$ cat src/rtl/univ_cnt_defs.sv
// Shared counter definitions: counting-mode and one-shot state encodings
// used by univ_mod_counter and by later counter blocks.
package univ_cnt_defs;

  // Counting behaviour selected by the 2-bit mode input.
  // The reserved code 2'b11 behaves exactly like MODE_WRAP.
  typedef enum logic [1:0] {
    MODE_WRAP    = 2'b00,
    MODE_SAT     = 2'b01,
    MODE_ONESHOT = 2'b10,
    MODE_RSVD    = 2'b11
  } cnt_mode_e;

  // One-shot controller: RUN counts, DONE freezes until clear or load.
  typedef enum logic {
    ST_RUN  = 1'b0,
    ST_DONE = 1'b1
  } os_state_e;

endpackage

$ cat src/rtl/cnt_prescaler.sv
// Enabled-cycle prescaler: step fires on every (prescale+1)-th enabled cycle.
module cnt_prescaler #(
  parameter int PW = 8
) (
  input  logic          clk,
  input  logic          reset,
  input  logic          clr,
  input  logic          en,
  input  logic [PW-1:0] prescale,
  output logic          step
);

  localparam logic [PW-1:0] ONE_PW = PW'(1);

  logic [PW-1:0] pre_q;

  // Using >= rather than == means a prescale value lowered below the running
  // count fires on the very next enabled cycle instead of waiting for rollover.
  assign step = en && (pre_q >= prescale);

  // Count enabled cycles; restart after each step or on a clear request.
  always_ff @(posedge clk or posedge reset) begin
    if (reset) begin
      pre_q <= '0;
    end else if (clr) begin
      pre_q <= '0;
    end else if (en) begin
      pre_q <= step ? '0 : pre_q + ONE_PW;
    end
  end

endmodule

$ cat src/rtl/univ_mod_counter.sv
// Universal modulo counter: wrap / saturate / one-shot modes, programmable
// limit register, enabled-cycle prescaler and a registered wrap pulse.
module univ_mod_counter
  import univ_cnt_defs::*;
#(
  parameter int N  = 8,
  parameter int PW = 8
) (
  input  logic          clk,
  input  logic          reset,
  input  logic          syn_clear,
  input  logic          load,
  input  logic [N-1:0]  d,
  input  logic          en,
  input  logic          up,
  input  logic [1:0]    mode,
  input  logic          limit_we,
  input  logic [N-1:0]  limit_d,
  input  logic [PW-1:0] prescale,
  output logic [N-1:0]  q,
  output logic [N-1:0]  limit,
  output logic          max_tick,
  output logic          min_tick,
  output logic          wrap_tick,
  output logic          done
);

  localparam logic [N-1:0] ONE_N = N'(1);

  cnt_mode_e     mode_e;
  os_state_e     state_q;
  logic [N-1:0]  count_q, count_d;
  logic [N-1:0]  limit_q;
  logic          wrap_q, wrap_d;
  logic          done_q;
  logic          step;
  logic          hit_term;

  assign mode_e = cnt_mode_e'(mode);

  // Load also restarts the prescaler so the first step after a load is a full period away.
  cnt_prescaler #(.PW(PW)) u_prescaler (
    .clk      (clk),
    .reset    (reset),
    .clr      (syn_clear | load),
    .en       (en),
    .prescale (prescale),
    .step     (step)
  );

  // Next count: clear beats load beats step; steps always see the old limit.
  always_comb begin
    count_d  = count_q;
    wrap_d   = 1'b0;
    hit_term = 1'b0;
    if (syn_clear) begin
      count_d = '0;
    end else if (load) begin
      count_d = d;
    end else if (step && (state_q == ST_RUN)) begin
      case (mode_e)
        MODE_SAT, MODE_ONESHOT: begin
          if (up) begin
            count_d = (count_q >= limit_q) ? limit_q : count_q + ONE_N;
          end else begin
            count_d = (count_q == '0) ? '0 : count_q - ONE_N;
          end
          if (mode_e == MODE_ONESHOT) begin
            hit_term = up ? (count_d == limit_q) : (count_d == '0);
          end
        end
        default: begin
          if (up) begin
            if (count_q >= limit_q) begin
              count_d = '0;
              wrap_d  = 1'b1;
            end else begin
              count_d = count_q + ONE_N;
            end
          end else begin
            if (count_q == '0) begin
              count_d = limit_q;
              wrap_d  = 1'b1;
            end else begin
              count_d = count_q - ONE_N;
            end
          end
        end
      endcase
    end
  end

  // Datapath registers; the limit write is independent of clear/load/step.
  always_ff @(posedge clk or posedge reset) begin
    if (reset) begin
      count_q <= '0;
      limit_q <= '1;
      wrap_q  <= 1'b0;
    end else begin
      count_q <= count_d;
      wrap_q  <= wrap_d;
      if (limit_we) begin
        limit_q <= limit_d;
      end
    end
  end

  // One-shot FSM with registered done flag; only clear or load leaves DONE.
  always_ff @(posedge clk or posedge reset) begin
    if (reset) begin
      state_q <= ST_RUN;
      done_q  <= 1'b0;
    end else begin
      case (state_q)
        ST_RUN: begin
          if (hit_term) begin
            state_q <= ST_DONE;
            done_q  <= 1'b1;
          end
        end
        ST_DONE: begin
          if (syn_clear || load) begin
            state_q <= ST_RUN;
            done_q  <= 1'b0;
          end
        end
        default: begin
          state_q <= ST_RUN;
          done_q  <= 1'b0;
        end
      endcase
    end
  end

  assign q         = count_q;
  assign limit     = limit_q;
  assign max_tick  = (count_q == limit_q);
  assign min_tick  = (count_q == '0);
  assign wrap_tick = wrap_q;
  assign done      = done_q;

endmodule

$ cat config.mk
export PLATFORM = sky130hd
export DESIGN_NAME = univ_mod_counter
export DESIGN_NICKNAME = d
export VERILOG_FILES = /design/src/rtl/univ_cnt_defs.sv /design/src/rtl/cnt_prescaler.sv /design/src/rtl/univ_mod_counter.sv
export SDC_FILE = /design/constraint.sdc
export NUM_CORES = 1
export LEC_CHECK = 0
export ABC_CLOCK_PERIOD_IN_PS = 3450
export CAP_MARGIN = 25
export CORE_AREA = 2 2 68 86
export DETAILED_ROUTE_END_ITERATION = 12
export DIE_AREA = 0 0 70 88
export DONT_BUFFER_PORTS = 1
export MAX_ROUTING_LAYER = met4
export RECOVER_POWER = 25
export SYNTH_ARGS = -nofsm -noshare
export SYNTH_HDL_FRONTEND = slang
export SYNTH_HIERARCHICAL = 1
export SYNTH_SLANG_ARGS = --single-unit
$ cat constraint.sdc
create_clock -name clk -period 3.45 [get_ports clk]
set_input_delay 0.69 -clock clk [delete_from_list [all_inputs] [get_ports clk]]
set_output_delay 0.69 -clock clk [all_outputs]
set_load 0.05 [all_outputs]
# Yosys cells after proc, flatten, opt, wreduce, memory -nomap -nowiden
# Cells that the tools add are included.
[word_totals]
elab_cells = 64
inputBits = 33
ff_bits = 27
out_inout_bits = 20
[classes]
reduce_logical = 9
n_bitwise = 2
order_cmp = 2
n_addsub = 3
n_mux = 36
eq_ne = 6
[op_table]
columns = ["operator", "n"]
rows = [
  ["$mux W8", 17],
  ["$mux W1", 17],
  ["$add A8 B1 Y8 const B", 2],
  ["$eq A8 B8 Y1", 2],
  ["$ge A8 B8 Y1", 2],
  ["$logic_not A8 Y1", 2],
  ["$sub A8 B1 Y8 const B", 1],
  ["$pmux W1 S2", 2],
  ["$reduce_bool A3 Y1", 1],
  ["$eq A2 B1 Y1 const B", 1],
  ["$eq A2 B2 Y1 const B", 1],
  ["$logic_and A1 B1 Y1", 2],
  ["$ne A2 B1 Y1 const B", 1],
  ["$ne A2 B2 Y1 const B", 1],
  ["$reduce_and A2 Y1", 1],
  ["$reduce_bool A2 Y1", 1],
  ["$reduce_or A2 Y1", 1],
  ["$logic_or A1 B1 Y1", 1],
  ["$not A1 Y1", 1],
  ["$or A1 B1 Y1", 1],
]

# Longest topological paths before layout
# Gate-level depths: netlist of the first run.
[logic_depth]
depth_word = 16
mapped_depth = 12

# Hierarchy
# Netlist of the first run, hierarchy kept.
[modules_own_cells]
columns = ["mod", "area_each_um2", "n_inst", "cells_per_inst"]
rows = [
  ["univ_mod_counter", 1901.8, 1, 241],
  ["cnt_prescaler", 674.4, 1, 74],
]

# Worst setup path before layout of the first run
# OpenSTA, ideal clock, no wires.
[synth_timing]
path_type = "reg2reg"
from = "register count_q[0], in the netlist q[0]"
to = "register state_q"
t_arrival_ps = 3033
required_ps = 3381
setup_ps = 69
path_stages_with_launch = 11
slack_ps = 348
synth_period_minus_slack_ps = 3102
path_cell_list = "dfrtp_1 > buf_2 > inv_1 > ha_1 > nand2b_4 > a2111o_1 > a21oi_4 > mux2i_1 > o21ai_2 > or4_1 > nand3_1"
[synth_between]
elab_chain_len = 16
word_cells_on_any_way = 21
[synth_rtl]
columns = ["element", "line_no", "rtl"]
rows = [
  ["start: declaration", "univ_mod_counter.sv:32", "logic [N-1:0] count_q, count_d;"],
  ["start signal: assignment", "univ_mod_counter.sv:100", "count_q <= count_d;"],
  ["$sub A8 B1 Y8, or another cell as far along", "univ_mod_counter.sv:66", "count_d = (count_q == '0) ? '0 : count_q - ONE_N;"],
  ["$mux W8, on equally long branches", "univ_mod_counter.sv:66, univ_mod_counter.sv:64", ""],
  ["$mux W8 (*)", "univ_mod_counter.sv:63", "if (up) begin"],
  ["$mux W8 (*)", "univ_mod_counter.sv:61", "case (mode_e)"],
  ["$mux W8 (*)", "univ_mod_counter.sv:60", "end else if (step && (state_q == ST_RUN)) begin"],
  ["$mux W8 (*)", "univ_mod_counter.sv:58", "end else if (load) begin"],
  ["$mux W8 (*)", "univ_mod_counter.sv:56", "if (syn_clear) begin"],
  ["$eq A8 B8 Y1 or $logic_not A8 Y1 (tied branches)", "univ_mod_counter.sv:69", "hit_term = up ? (count_d == limit_q) : (count_d == '0);"],
  ["$mux W1 (*)", "univ_mod_counter.sv:69", ""],
  ["$mux W1 (*)", "univ_mod_counter.sv:68", "if (mode_e == MODE_ONESHOT) begin"],
  ["$mux W1 (*)", "univ_mod_counter.sv:61", ""],
  ["$mux W1 (*)", "univ_mod_counter.sv:60", ""],
  ["$mux W1 (*)", "univ_mod_counter.sv:58", ""],
  ["$mux W1 (*)", "univ_mod_counter.sv:56", ""],
  ["$mux W1 (*)", "univ_mod_counter.sv:116", "if (hit_term) begin"],
  ["$pmux W1 S2 (*)", "univ_mod_counter.sv:114", "case (state_q)"],
  ["end signal: assignment", "univ_mod_counter.sv:111", "state_q <= ST_RUN;"],
  ["end signal: assignment", "univ_mod_counter.sv:117", "state_q <= ST_DONE;"],
  ["end signal: assignment", "univ_mod_counter.sv:123", "state_q <= ST_RUN;"],
  ["end: declaration", "univ_mod_counter.sv:31", "os_state_e state_q;"],
]
# Every way passes the cells marked *; elsewhere a longest branch is shown, timed or not. The select of a mux whose other input is x is not followed.
# A chain may end at the register's enable or synchronous reset.

# Final worst setup path of the first run
[layout_timing]
from = "register limit_q[1], in the netlist limit[1]"
to = "register done_q, in the netlist done"
[layout_between]
elab_chain_len = 16
word_cells_on_any_way = 17
[layout_rtl]
columns = ["element", "line_no", "rtl"]
rows = [
  ["start: declaration", "univ_mod_counter.sv:33", "logic [N-1:0] limit_q;"],
  ["start signal: assignment", "univ_mod_counter.sv:103", "limit_q <= limit_d;"],
  ["$ge A8 B8 Y1", "univ_mod_counter.sv:64", "count_d = (count_q >= limit_q) ? limit_q : count_q + ONE_N;"],
  ["$mux W8", "univ_mod_counter.sv:64", ""],
  ["$mux W8", "univ_mod_counter.sv:63", ""],
  ["$mux W8", "univ_mod_counter.sv:61", ""],
  ["$mux W8", "univ_mod_counter.sv:60", ""],
  ["$mux W8", "univ_mod_counter.sv:58", ""],
  ["$mux W8", "univ_mod_counter.sv:56", ""],
  ["$eq A8 B8 Y1 or $logic_not A8 Y1 (tied branches)", "univ_mod_counter.sv:69", ""],
  ["$mux W1 (*)", "univ_mod_counter.sv:69", ""],
  ["$mux W1 (*)", "univ_mod_counter.sv:68", ""],
  ["$mux W1 (*)", "univ_mod_counter.sv:61", ""],
  ["$mux W1 (*)", "univ_mod_counter.sv:60", ""],
  ["$mux W1 (*)", "univ_mod_counter.sv:58", ""],
  ["$mux W1 (*)", "univ_mod_counter.sv:56", ""],
  ["$ne A2 B2 Y1 (no line) (*)", "-", ""],
  ["$reduce_and A2 Y1 (no line) (*)", "-", ""],
  ["end signal: assignment", "univ_mod_counter.sv:112", "done_q <= 1'b0;"],
  ["end signal: assignment", "univ_mod_counter.sv:118", "done_q <= 1'b1;"],
  ["end signal: assignment", "univ_mod_counter.sv:124", "done_q <= 1'b0;"],
  ["end: declaration", "univ_mod_counter.sv:35", "logic done_q;"],
]
# Marked as above.

==> results of run 1 <==
metrics by stage:
| stage | cell area [sq um] | cells | util | total power [W] |
|---|---|---|---|---|
| after floorplan | 2580 | 315 | - | 0.000631 |
| after global placement | 2690 | 380 | 0.504 | 0.000690 |
| after detailed placement | 2690 | 380 | 0.504 | 0.000691 |
| after CTS | 2730 | 384 | 0.513 | 0.000887 |
| after global routing | 2730 | 384 | 0.513 | 0.000933 |
| final | 2730 | 384 | 0.513 | 0.000878 |
worst reg2reg max path: stages, from the launching register on:
cell and delay (ps):
sky130_fd_sc_hd__dfstp_2 730, sky130_fd_sc_hd__inv_1 160, sky130_fd_sc_hd__ha_1 320, sky130_fd_sc_hd__a2111o_1 410, sky130_fd_sc_hd__a21oi_4 300, sky130_fd_sc_hd__mux2i_1 280, sky130_fd_sc_hd__o21ai_2 90, sky130_fd_sc_hd__or4_1 550
sky130_fd_sc_hd__nand3_1 110
cell usage after synthesis (3+ instances only):
| cell type | number |
|---|---|
| sky130_fd_sc_hd__buf_2 | 7 |
| sky130_fd_sc_hd__dfstp_2 | 8 |
| sky130_fd_sc_hd__nor3b_1 | 3 |
| sky130_fd_sc_hd__a211o_1 | 6 |
| sky130_fd_sc_hd__nand4_1 | 3 |
| sky130_fd_sc_hd__a21o_1 | 3 |
| sky130_fd_sc_hd__ha_1 | 21 |
| sky130_fd_sc_hd__dfrtp_1 | 19 |
| sky130_fd_sc_hd__clkbuf_1 | 3 |
| sky130_fd_sc_hd__xnor2_1 | 12 |
| sky130_fd_sc_hd__xor2_1 | 3 |
| sky130_fd_sc_hd__mux2i_1 | 3 |
| sky130_fd_sc_hd__o21ai_0 | 21 |
| sky130_fd_sc_hd__a21oi_1 | 24 |
| sky130_fd_sc_hd__nor3_2 | 3 |
| sky130_fd_sc_hd__nor2b_1 | 3 |
| sky130_fd_sc_hd__nand3_1 | 10 |
| sky130_fd_sc_hd__a31oi_1 | 3 |
| sky130_fd_sc_hd__nor3_1 | 10 |
| sky130_fd_sc_hd__o21ai_1 | 6 |
| sky130_fd_sc_hd__buf_4 | 3 |
| sky130_fd_sc_hd__nand2_1 | 40 |
| sky130_fd_sc_hd__a211oi_2 | 3 |
| sky130_fd_sc_hd__nor2_1 | 22 |
| sky130_fd_sc_hd__inv_1 | 28 |
kinds of logic (layout without fill, tap and decap cells):
logic type | Yosys count | count (layout)
flip-flops | 27 | 27
adder cells (fa/ha/maj) | 21 | 21
AO/OA/AOI/OAI | 90 | 90
multiplexers | 4 | 4
XOR/XNOR | 16 | 16
AND/OR/NAND/NOR | 113 | 113
buffers and inverters | 44 | 49
area by class of cell:
| cell class | count | area, sq um | share of cell area |
|---|---|---|---|
| clock buffer | 3 | 41.3 | 0.0151 |
| clock inverter | 1 | 7.51 | 0.00275 |
| sequential | 27 | 686 | 0.251 |
| multi-input combinational | 244 | 1690 | 0.618 |
| timing repair buffer | 16 | 120 | 0.0439 |
| tap | 64 | 80.1 | 0.0293 |
| inverter | 29 | 110 | 0.0403 |
layer usage:
metal,vias up,GRT usage
li1,1132,-
met1,1105,0.279
met2,89,0.429
met3,18,0.0391
met4,0,0.138
met5,-,-
cell usage in the layout, fill, tap and decap left out, drive strengths merged, types with 6 or more instances in the layout:
cell type	instances
nand3	10
o21ai	29
a211o	6
a21oi	26
nor2	22
nor3	14
nand2	40
dfstp	8
xnor2	12
dfrtp	19
inv	28
buf	16
ha	21
flip-flops by register name (all words and copies together) (netlist names):
| register | flops |
|---|---|
| done | 1 |
| limit | 8 |
| u_prescaler/pre_q | 8 |
| state_q | 1 |
| wrap_tick | 1 |
| q | 8 |
power groups by stage:
stage / sequential [W] / clock (W) / combinational, W
detailed placement: 0.000371 / 0 / 0.000320
global route: 0.000367 / 0.000214 / 0.000352
CTS: 0.000366 / 0.000200 / 0.000321
floorplan: 0.000410 / 0 / 0.000221
finish: 0.000364 / 0.000193 / 0.000321
global placement: 0.000371 / 0 / 0.000319
path summary, 6_finish.rpt:
check	start	endpoint	cells past startpoint
min	reset	u_prescaler/pre_q[2]	1
max in group asynchronous	reset	q[5]	1
max reg2reg	limit[1]	done	8
min reg2reg	limit[4]	limit[4]	2
min in group clk	syn_clear	q[3]	1
max	limit[1]	done	8
==> impl.org, run 1 <==
** Die
- Die area :: slightly above 0.006 sq mm
- Die height :: between 80 and 90 um
- After floorplanning, the core was sized to cover around 0.0053 sq mm.
- Number of primary I/O pins :: 53
- From left edge to right edge, the die measures 70 um.
- Standard-cell rows :: 30
- Starting Density :: 0.483

** Timing
- Worst rel slew slack :: 0.497
- Timing would allow up to about 330 MHz.
- Setup violations remaining at the end of the flow were counted as 0.
- Crit path time final :: between 3000 and 4000 ps
- Setup repair after global routing missed its margin :: no
- Final hold violation count :: 0
- For the pin with the worst max-slew slack, the measured transition is between 700 and 800 ps.
- Hold_ws :: ~240 ps
- Setup total negative slack on the finished layout was measured at 0 ps.
- The max-slew violation count was 0.
- Of the available clock period, the critical path in the final layout requires 0.872.
- The clock arrives with 7.19 ps of skew.
- Fin worst setup slack :: approximately 440 ps

** Route
- Residual antenna-violating net count after detailed routing :: 0
- The routed design uses 3.52 mm of met2 wire.
- Number of detailed-routing iterations run before antenna repair :: 4
- The final layout contains routed wiring with a total length of about 7.1 mm.
- Sum of routed wire segments on met1 :: just under 3 mm
- In this run, the number of DRC markers left after iteration 0 of detailed routing was between 150 and 200.
- The routed layout has about 2,300 vias.
- After detailed routing, no signal wire sits above met4.
- Summed over all nets, wire length on met3 after detailed routing comes to 410 um.
- In the routed design, unresolved DRC markers number 0.
- In the final routed layout, each cell accounts on average for roughly 19 um.
- Via/cell ratio :: between 6 and 7

** Placement
- Once detailed placement completed, the half-perimeter wirelength came to approximately 5.6 mm.
- Placement Setup Slack :: 467 ps
- Buffers placed on the I/O ports in this run total 0.
- Routability-driven placement finished with a final weighted congestion of about 0.90.

** Synthesis
- Synthesized instance count :: 315
- Post-Synth Simple-Gate Area :: 0.234
- Async set-reset flop share out of synthesis :: 1.00
- The synthesized design contains 27 register bits.
- Counting distinct cell types in the post-synthesis netlist gives 62.
- Adder-cell share of the synthesized area :: 0.102
- After synthesis, the largest family of logic cells by area is compound AO/OA/AOI/OAI gates.
- The average instance in the mapped netlist occupies a little over 8 sq um.
- Share of the synthesized area in the top cell type :: 0.185
- Number of synthesized flops with an enable pin :: 0
- Ranked by total cell area, the synthesized netlist is headed by sky130_fd_sc_hd__dfrtp_1 (18%), sky130_fd_sc_hd__ha_1 (10%), sky130_fd_sc_hd__dfstp_2 (8.2%).
- Number of synthesis warnings :: 6
- The mapped netlist covers approximately 0.0026 sq mm.
- In the synthesized netlist the dominant register cell turns out to be sky130_fd_sc_hd__dfrtp_1.
- The share of the synthesized area in compound gates (AO/OA/AOI/OAI) came to 0.244.
- Library cell occupying the most area in the post-synthesis netlist :: sky130_fd_sc_hd__dfrtp_1
- Multiplexer fraction of the synthesized cell area :: 0.0160
- When the netlist entered floorplanning its net count stood at 369.
- Sequential area share after synthesis :: 0.266
- Of the total synthesized cell area, the portion taken by XOR and XNOR cells is 0.0597.

** Power
- The share of total power dissipated in sequential elements is 0.415.
- Internal cell power :: ~0.00053 W
- Across the VDD grid, the largest voltage drop is approximately 0.00018 V.
- Summed over all nets, the switching power comes to about 0.00035 W.
- Of the total power, combinational logic draws 0.365.
- Leak :: roughly 1.2 nW
- Clk pwr share :: 0.220
- Of the total power, the share spent switching nets is 0.393.
- Pwr Density :: approximately 320 mW/mm^2

** Finish
- Share of post-route cells with drive strength above 1 :: 0.153
- From synthesis to final layout, the design area changed by 6.12%.
- Count of inserted antenna diode cells :: 0
- Number of inserted filler cells in the final layout :: roughly 520
- Number of nets in the final layout :: around 380

** Critical path
- Kind of critical path :: flip-flop to flip-flop
- For the worst setup path, the data required time is between 3000 and 4000 ps.
- For flop-to-flop paths, the worst setup slack is 440 ps.
- STA classifies the critical path startpoint as a flip-flop.
- The signal on the critical path passes through inv_1 > ha_1 > a2111o_1 > a21oi_4 > mux2i_1 > o21ai_2 > or4_1 > nand3_1.
- Crit path arrival time :: 3230 ps
- CP delay by family, top :: compound AO/OA/AOI/OAI gates
- Maximum fanout encountered on the critical timing path :: 10
- Master of the slowest instance on the critical path :: sky130_fd_sc_hd__dfstp_2
- CP peak stage delay :: roughly 730 ps
- The number of buffers and inverters on the critical path is 1.
- Setup crit end kind :: flip-flop

** Clock network
- Clock sink count :: 27
- Clk root buf :: sky130_fd_sc_hd__clkbuf_8
- In this run, post-CTS repair resized a total of 0 instances.
- In this run the post-CTS setup repair buffer count came out at 0.
- TritonCTS built the clock tree.
- No sink is reached through more buffers than the 2 on the longest clock path.
- Register clock-pin slew on the reported worst setup and hold paths :: roughly 100 ps
- CTS built an H-tree with a depth of 1.
- For this design, the CTS-stage hold fixing added 0 buffers.
- The clock reaches the later pin of the worst-skew pair after ~280 ps.
- CTS Buf Count :: 3

** GRT
- For this run the aggregate overflow at the end of global routing stands at 0.
- Number of antenna violations at the first check in global routing :: 0
- The via count of the first global-routing pass is ~2,300.
- Largest net degree at the start of global routing :: 23
- The first global-routing pass estimated 11.6 mm of wire.
- Overall Global Routing Usage :: 0.250

** Min path
- Class of the tightest hold or removal check :: input pin to async pin

** Outcome
- Result of the run :: completed

** Run
- Across the run, the number of max-cap violations was 0.
No activity file was read; power rests on OpenSTA's default activity.
==> inputs of run 2 (changes only) <==
--- a/config.mk
+++ b/config.mk
@@ -5,13 +5,13 @@
 export SDC_FILE = /design/constraint.sdc
 export NUM_CORES = 1
 export LEC_CHECK = 0
-export ABC_CLOCK_PERIOD_IN_PS = 3450
 export CAP_MARGIN = 25
-export CORE_AREA = 2 2 68 86
+export CORE_AREA = 2 2 65 82
 export DETAILED_ROUTE_END_ITERATION = 12
-export DIE_AREA = 0 0 70 88
+export DIE_AREA = 0 0 67 84
 export DONT_BUFFER_PORTS = 1
 export MAX_ROUTING_LAYER = met4
+export PLACE_DENSITY = 0.71
 export RECOVER_POWER = 25
 export SYNTH_ARGS = -nofsm -noshare
 export SYNTH_HDL_FRONTEND = slang
==> constraint.sdc (replaced) <==
create_clock -name clk -period 2.76 [get_ports clk]
set_input_delay 0.552 -clock clk [delete_from_list [all_inputs] [get_ports clk]]
set_output_delay 0.552 -clock clk [all_outputs]
set_load 0.05 [all_outputs]
==> impl.org, run 2 (synthesized netlist as in run 1, its figures left out) <==
** Finish
- In the final layout, flip-flops and latches occupy roughly 690 sq um.
- The layout has about 480 filler cells.
- Leading cell type in the layout, fill and taps excluded :: sky130_fd_sc_hd__nand2_1
- Area of the multi-input gates :: 0.00171 sq mm
- Most frequent cells in the layout :: sky130_fd_sc_hd__nand2_1 (40), sky130_fd_sc_hd__inv_1 (26), sky130_fd_sc_hd__a21oi_1 (24), sky130_fd_sc_hd__buf_4 (24), sky130_fd_sc_hd__nor2_1 (22)
- The area growth from synthesis to layout is 9.18%.
- Count of inserted antenna diode cells :: 0
- In the final layout, the share of cells above drive strength 1 is 0.201.
- The final layout contains 383 nets.
- Post-route core utilization :: 0.570

** Critical path
- The largest individual stage delay along the critical path comes from the cell sky130_fd_sc_hd__or4_1.
- The worst setup path is launched from a flip-flop.
- The critical path in this run is classified as flip-flop to flip-flop.
- Startpoint of the most critical setup path :: limit[1]
- The critical path ends at done.
- Reg2reg start :: limit[1]
- For the worst flop-to-flop path, the logic depth is 8.
- Data on the critical path is required at its endpoint by around 3000 ps.
- Maximum fanout encountered on the critical timing path :: 6
- Crit path arrival time :: 2850 ps
- Walking the worst path, the cells encountered are inv_2 > ha_1 > a2111o_1 > a21oi_4 > mux2i_1 > a21oi_1 > or4_1 > nand3_1.
- The endpoint identified for the worst register-to-register timing path is done.
- Worst R2R Setup Slack :: 130 ps
- STA classifies the critical path endpoint as a flip-flop.
- In this design, the stage delay of the slowest critical-path cell is around 560 ps.

** Clock network
- Clock Latency Late Sink :: about 280 ps
- Register clock-pin slew on the reported worst setup and hold paths :: around 100 ps
- Clock sink count :: 27
- Clk root buf :: sky130_fd_sc_hd__clkbuf_8
- Maximum buffer depth of the clock tree :: 2
- Clock tree from TritonCTS :: done
- CTS Buf Count :: 3
- In this run, post-CTS hold repair placed 0 buffers.
- Level count of the clock H-tree :: 1

** Die
- The initial utilization of the core area, before any placement, comes to 0.522.
- Die area :: between 0.005 and 0.006 sq mm
- Number of primary I/O pins :: between 50 and 60
- Core Box Area :: 0.00493 sq mm
- The floorplan step set the die width to between 60 and 70 um.
- Die height :: between 80 and 90 um
- Standard-cell rows :: 29

** Placement
- Port buffering added 0 buffers.
- Placer Congestion :: roughly 0.9
- Detailed placement finished with a half-perimeter wire length of between 5 and 6 mm.
- OpenSTA, run right after detailed placement, puts the worst setup slack at -11.6 ps.

** Route
- Final routed DRC violation total :: 0
- Via/cell ratio :: between 5 and 6
- For this block, the initial DRC count from the detailed router was 125.
- Wires add up to about 6.6 mm.
- Before antenna repair, the detailed router went through 4 iterations.
- The detail route stage leaves a number of antenna-violating nets equal to 0.
- The detailed router placed between 2,000 and 2,500 vias in this run.
- Average wire per cell in the routed design :: ~17 um

** Power
- Pwr Total :: 0.00110 W
- Pwr Density :: slightly below 400 mW/mm^2
- Worst-case vdd ir drop :: 0.000222 V
- Leak :: between 1 and 1.5 nW

** Timing
- Based on the critical path, the design can be clocked at up to 380 MHz.
- Final setup violating endpoints :: 0
- The number of failing hold endpoints at the final stage is 0.
- Of the available clock period, the critical path in the final layout requires 0.954.
- Headroom to the max-slew limit came out at 0.489.
- Slew of the pin with the lowest slew margin :: between 700 and 800 ps
- Hold_ws :: 93.4 ps
- Across the routed clock network, the largest skew measured is around 4.5 ps.
- Setup repair after global routing left no endpoint under its margin.
- For the final routed database, the setup TNS stands at 0 ps.
- For the finished layout, the period the worst path requires is approximately 2600 ps.
- Final Max Tran Viols :: 0
- Setup slack on the critical path of the routed design comes to around 130 ps.

** GRT
- The first global-routing pass estimated ~11 mm of wire.
- Overall Global Routing Usage :: 0.261
- After global routing the overflow that remains totals 0.
- The via count of the first global-routing pass was 2,350.
- The number of antenna violations at the first check in global routing is 0.
- Largest net degree at the start of global routing :: 23

** Min path
- Class of the tightest hold or removal check :: input pin to async pin

** Run
- The tool flagged a number of max-cap violations equal to 0.

** Outcome
- Result of the run :: completed
[run 2: cell count changes in the layout (fill, tap and decap cells not counted), sizes merged]
cell,previous run,this run
clkbuf,3,4
clkinvlp,1,0
buf,16,24
[run 2: how the worst min path moves through the flow]
stage	to	slack, ps	from
after floorplan	u_prescaler/pre_q[0]	370	reset
after global placement	u_prescaler/pre_q[0]	410	reset
after detailed placement	u_prescaler/pre_q[0]	410	reset
after CTS	u_prescaler/pre_q[0]	100	reset
after global routing	u_prescaler/pre_q[3]	120	reset
final	u_prescaler/pre_q[7]	90	reset
[run 2: through the flow]
stage	std cells	cell area, sq um
6_report	390	2810
5_1_grt	390	2810
4_1_cts	387	2780
3_5_place_dp	383	2740
3_3_place_gp	383	2740
2_1_floorplan	315	2600
[run 2: per-layer routing]
layer  up-vias  part of all wire  GRT usage
met3        17             0.064     0.0445
met4         0             0.036      0.124
met1      1051              0.37      0.289
li1       1146                 -          -
met5         -                 0          -
met2        81              0.53      0.443
[run 2: what timing repair did]
item / CTS / global route
setup buffers: 0 / 3
setup endpoints to repair: 0 / 2
gates resized for setup: 0 / 5
endpoints found under the hold margin: 0 / 0
[run 2: worst max-delay path: cells and delay by family, from the launching register on]
kind / cells / cell delay (ps)
adder cells (fa/ha/maj): 1 / 280
buffers and inverters: 1 / 40
AO/OA/AOI/OAI: 3 / 820
AND/OR/NAND/NOR: 2 / 650
flip-flops: 1 / 540
multiplexers: 1 / 230
[run 2: final cells by class]
cell class / count / share of cell area
inverter: 29 / 0.0391
tap: 62 / 0.0276
clock buffer: 4 / 0.0160
sequential: 27 / 0.246
timing repair buffer: 24 / 0.0641
multi-input combinational: 244 / 0.608
[run 2: power by group]
part / internal (W) / switching [W] / leakage [nW] / total (W)
Sequential: 0.000422 / 0.0000137 / 0.336 / 0.000435
Combinational: 0.000151 / 0.000278 / 0.925 / 0.000429
Clock: 0.000104 / 0.000130 / 0.0228 / 0.000234
Total: 0.000676 / 0.000422 / 1.28 / 0.00110
==> inputs of run 3 (changes only) <==
--- a/config.mk
+++ b/config.mk
@@ -10,7 +10,6 @@
 export DETAILED_ROUTE_END_ITERATION = 12
 export DIE_AREA = 0 0 67 84
 export DONT_BUFFER_PORTS = 1
-export MAX_ROUTING_LAYER = met4
 export PLACE_DENSITY = 0.71
 export RECOVER_POWER = 25
 export SYNTH_ARGS = -nofsm -noshare
==> impl.org, run 3 (synthesized netlist as in run 1, its figures left out) <==
** Outcome
- The flow ran to the end, and the final reports show no timing, DRC or antenna violations.

** Finish
- Leaving out filler cells and counting taps, the final layout contains a little under 400.
- Final non-filler cell area :: between 0.002 and 0.003 sq mm
- The final layout contains between 300 and 400 nets.
- Post-route core utilization :: 0.570
- Most frequent cells in the layout :: sky130_fd_sc_hd__nand2_1 (40), sky130_fd_sc_hd__inv_1 (26), sky130_fd_sc_hd__a21oi_1 (24), sky130_fd_sc_hd__buf_4 (24), sky130_fd_sc_hd__nor2_1 (22)
- Share of post-route cells with drive strength above 1 :: 0.201
- Layout overhead on the synthesized area :: 9.18%
- Leading cell type in the layout, fill and taps excluded :: sky130_fd_sc_hd__nand2_1
- Count of inserted antenna diode cells :: 0

** GRT
- In the global route stage, overall resource usage came out at 0.253.
- The via count of the first global-routing pass is between 2,000 and 2,500.
- The first global-routing pass estimated 11.0 mm of wire.
- Number of antenna violations at the first check in global routing :: 0
- Entering global routing, the biggest net connects 23 pins.
- Overflow left after global routing :: 0

** Die
- Core Box Area :: between 0.004 and 0.005 sq mm
- For this configuration, the core starts out at a cell density of 0.522.
- 53 I/O pins were placed.
- The die covers roughly 0.0056 sq mm.
- Width of the die :: 67 um
- The die is between 80 and 90 um tall.
- Standard-cell rows :: 29

** Critical path
- Of all nets on the critical path, the largest fanout is 6.
- STA classifies the critical path endpoint as a flip-flop.
- The worst setup path is launched from a flip-flop.
- Data arrives at the worst endpoint at roughly 2900 ps.
- By startpoint and endpoint, the worst setup path is classified as flip-flop to flip-flop.
- Data on the critical path is required at its endpoint by between 2000 and 3000 ps.

** Power
- VDD sags by at most 0.000220 V.
- Dividing total power by cell area gives a power density of roughly 390 mW/mm^2.
- Leak :: ~1.3 nW

** Timing
- Setup violations remaining at the end of the flow were counted as 0.
- The number of failing hold endpoints at the final stage is 0.
- Slew of the pin with the lowest slew margin :: between 700 and 800 ps
- Crit path time final :: between 2000 and 3000 ps
- Hold_ws :: roughly 95 ps
- Final period utilization :: 0.954
- Based on the critical path, the design can be clocked at up to around 380 MHz.
- The clock arrives with about 4.1 ps of skew.
- The max-slew violation count was 0.
- Setup repair after global routing missed its margin :: no
- Worst rel slew slack :: 0.487
- After routing, the total negative slack on setup checks comes to 0 ps.

** Route
- Violation count after the first detailed-route iteration :: 129
- Final wirelength :: about 6.6 mm
- Via/cell ratio :: slightly below 6
- Count of vias placed by the detailed router :: 2,302
- The count of nets left with antenna violations once routing finished came out at 0.
- Average wire per cell in the routed design :: roughly 17 um
- The first TritonRoute pass finished after 4 iterations.
- After detailed routing, the number of remaining DRC violations is 0.

** Clock network
- Level count of the clock H-tree :: 1
- Clock tree from TritonCTS :: done
- The clock passes through at most 2 buffers.
- The clock reaches the later pin of the worst-skew pair after 280 ps.
- CTS Buf Count :: 3
- The tree is rooted in a sky130_fd_sc_hd__clkbuf_8.
- For this design, the sink count on the clock tree is 27.
- Register clock-pin slew on the reported worst setup and hold paths :: 100 ps
- Hold-fix buffer count after cts :: 0

** Run
- Maximum Capacitance Violations :: 0

** Placement
- Counting tap cells, the placed design contains a total of 383 instances.
- Placed wire-length estimate :: between 5 and 6 mm
- Routability-driven placement finished with a final weighted congestion of roughly 0.9.
- Quantity of I/O buffers inserted on ports :: 0
- Placed instance area :: around 0.0027 sq mm

** Min path
- Class of the tightest hold or removal check :: input pin to async pin
[run 3: final timing paths]
path | from | endpoint | slack, ps | cells past startpoint
setup reg to reg | limit[1] | done | 130 | 8
hold / removal | reset | u_prescaler/pre_q[0] | 90 | 1
hold reg to reg | limit[1] | limit[1] | 510 | 2
setup / recovery | limit[1] | done | 130 | 8
min in group clk | syn_clear | q[3] | 320 | 1
max in group asynchronous | reset | q[1] | 1940 | 1
[run 3: critical path: stages, from the launching register on]
cell                       delay, ps
sky130_fd_sc_hd__dfstp_2         540
sky130_fd_sc_hd__inv_2            40
sky130_fd_sc_hd__ha_1            280
sky130_fd_sc_hd__a2111o_1        460
sky130_fd_sc_hd__a21oi_4         260
sky130_fd_sc_hd__mux2i_1         230
sky130_fd_sc_hd__a21oi_1         100
sky130_fd_sc_hd__or4_1           560
sky130_fd_sc_hd__nand3_1          90
[run 3: stage by stage]
step,setup WS (ps),total power [W]
5_1_grt,10.4,0.00116
2_1_floorplan,14.6,0.000793
3_5_place_dp,-11.6,0.000869
6_report,127,0.00110
4_1_cts,75.3,0.00111
3_3_place_gp,114,0.000861
[run 3: area by class of cell]
| type | instances | area (sq um) |
|---|---|---|
| Fill cell | 479 | 2120 |
| Multi-Input combinational cell | 244 | 1710 |
| Sequential cell | 27 | 691 |
| Timing Repair Buffer | 24 | 180 |
| Inverter | 29 | 110 |
| Tap cell | 62 | 77.6 |
| Clock buffer | 4 | 45.0 |
[run 3: power breakdown]
group          internal [W]  total [W]  switching, W
clock              0.000104   0.000237      0.000133
sequential         0.000422   0.000435     0.0000136
combinational      0.000151   0.000430      0.000279
[run 3: repair_timing]
| action | 4_1_cts | 5_1_grt |
|---|---|---|
| resized for setup | 0 | 5 |
| endpoints found under the setup margin | 0 | 2 |
| buffers inserted | 0 | 3 |
[run 3: per-layer routing]
layer	vias to the layer above	track usage	wire (um)
met4	0	0.124	250
met1	1053	0.287	2530
li1	1149	-	-
met5	-	0	0
met2	82	0.443	3430
met3	18	0.0432	354
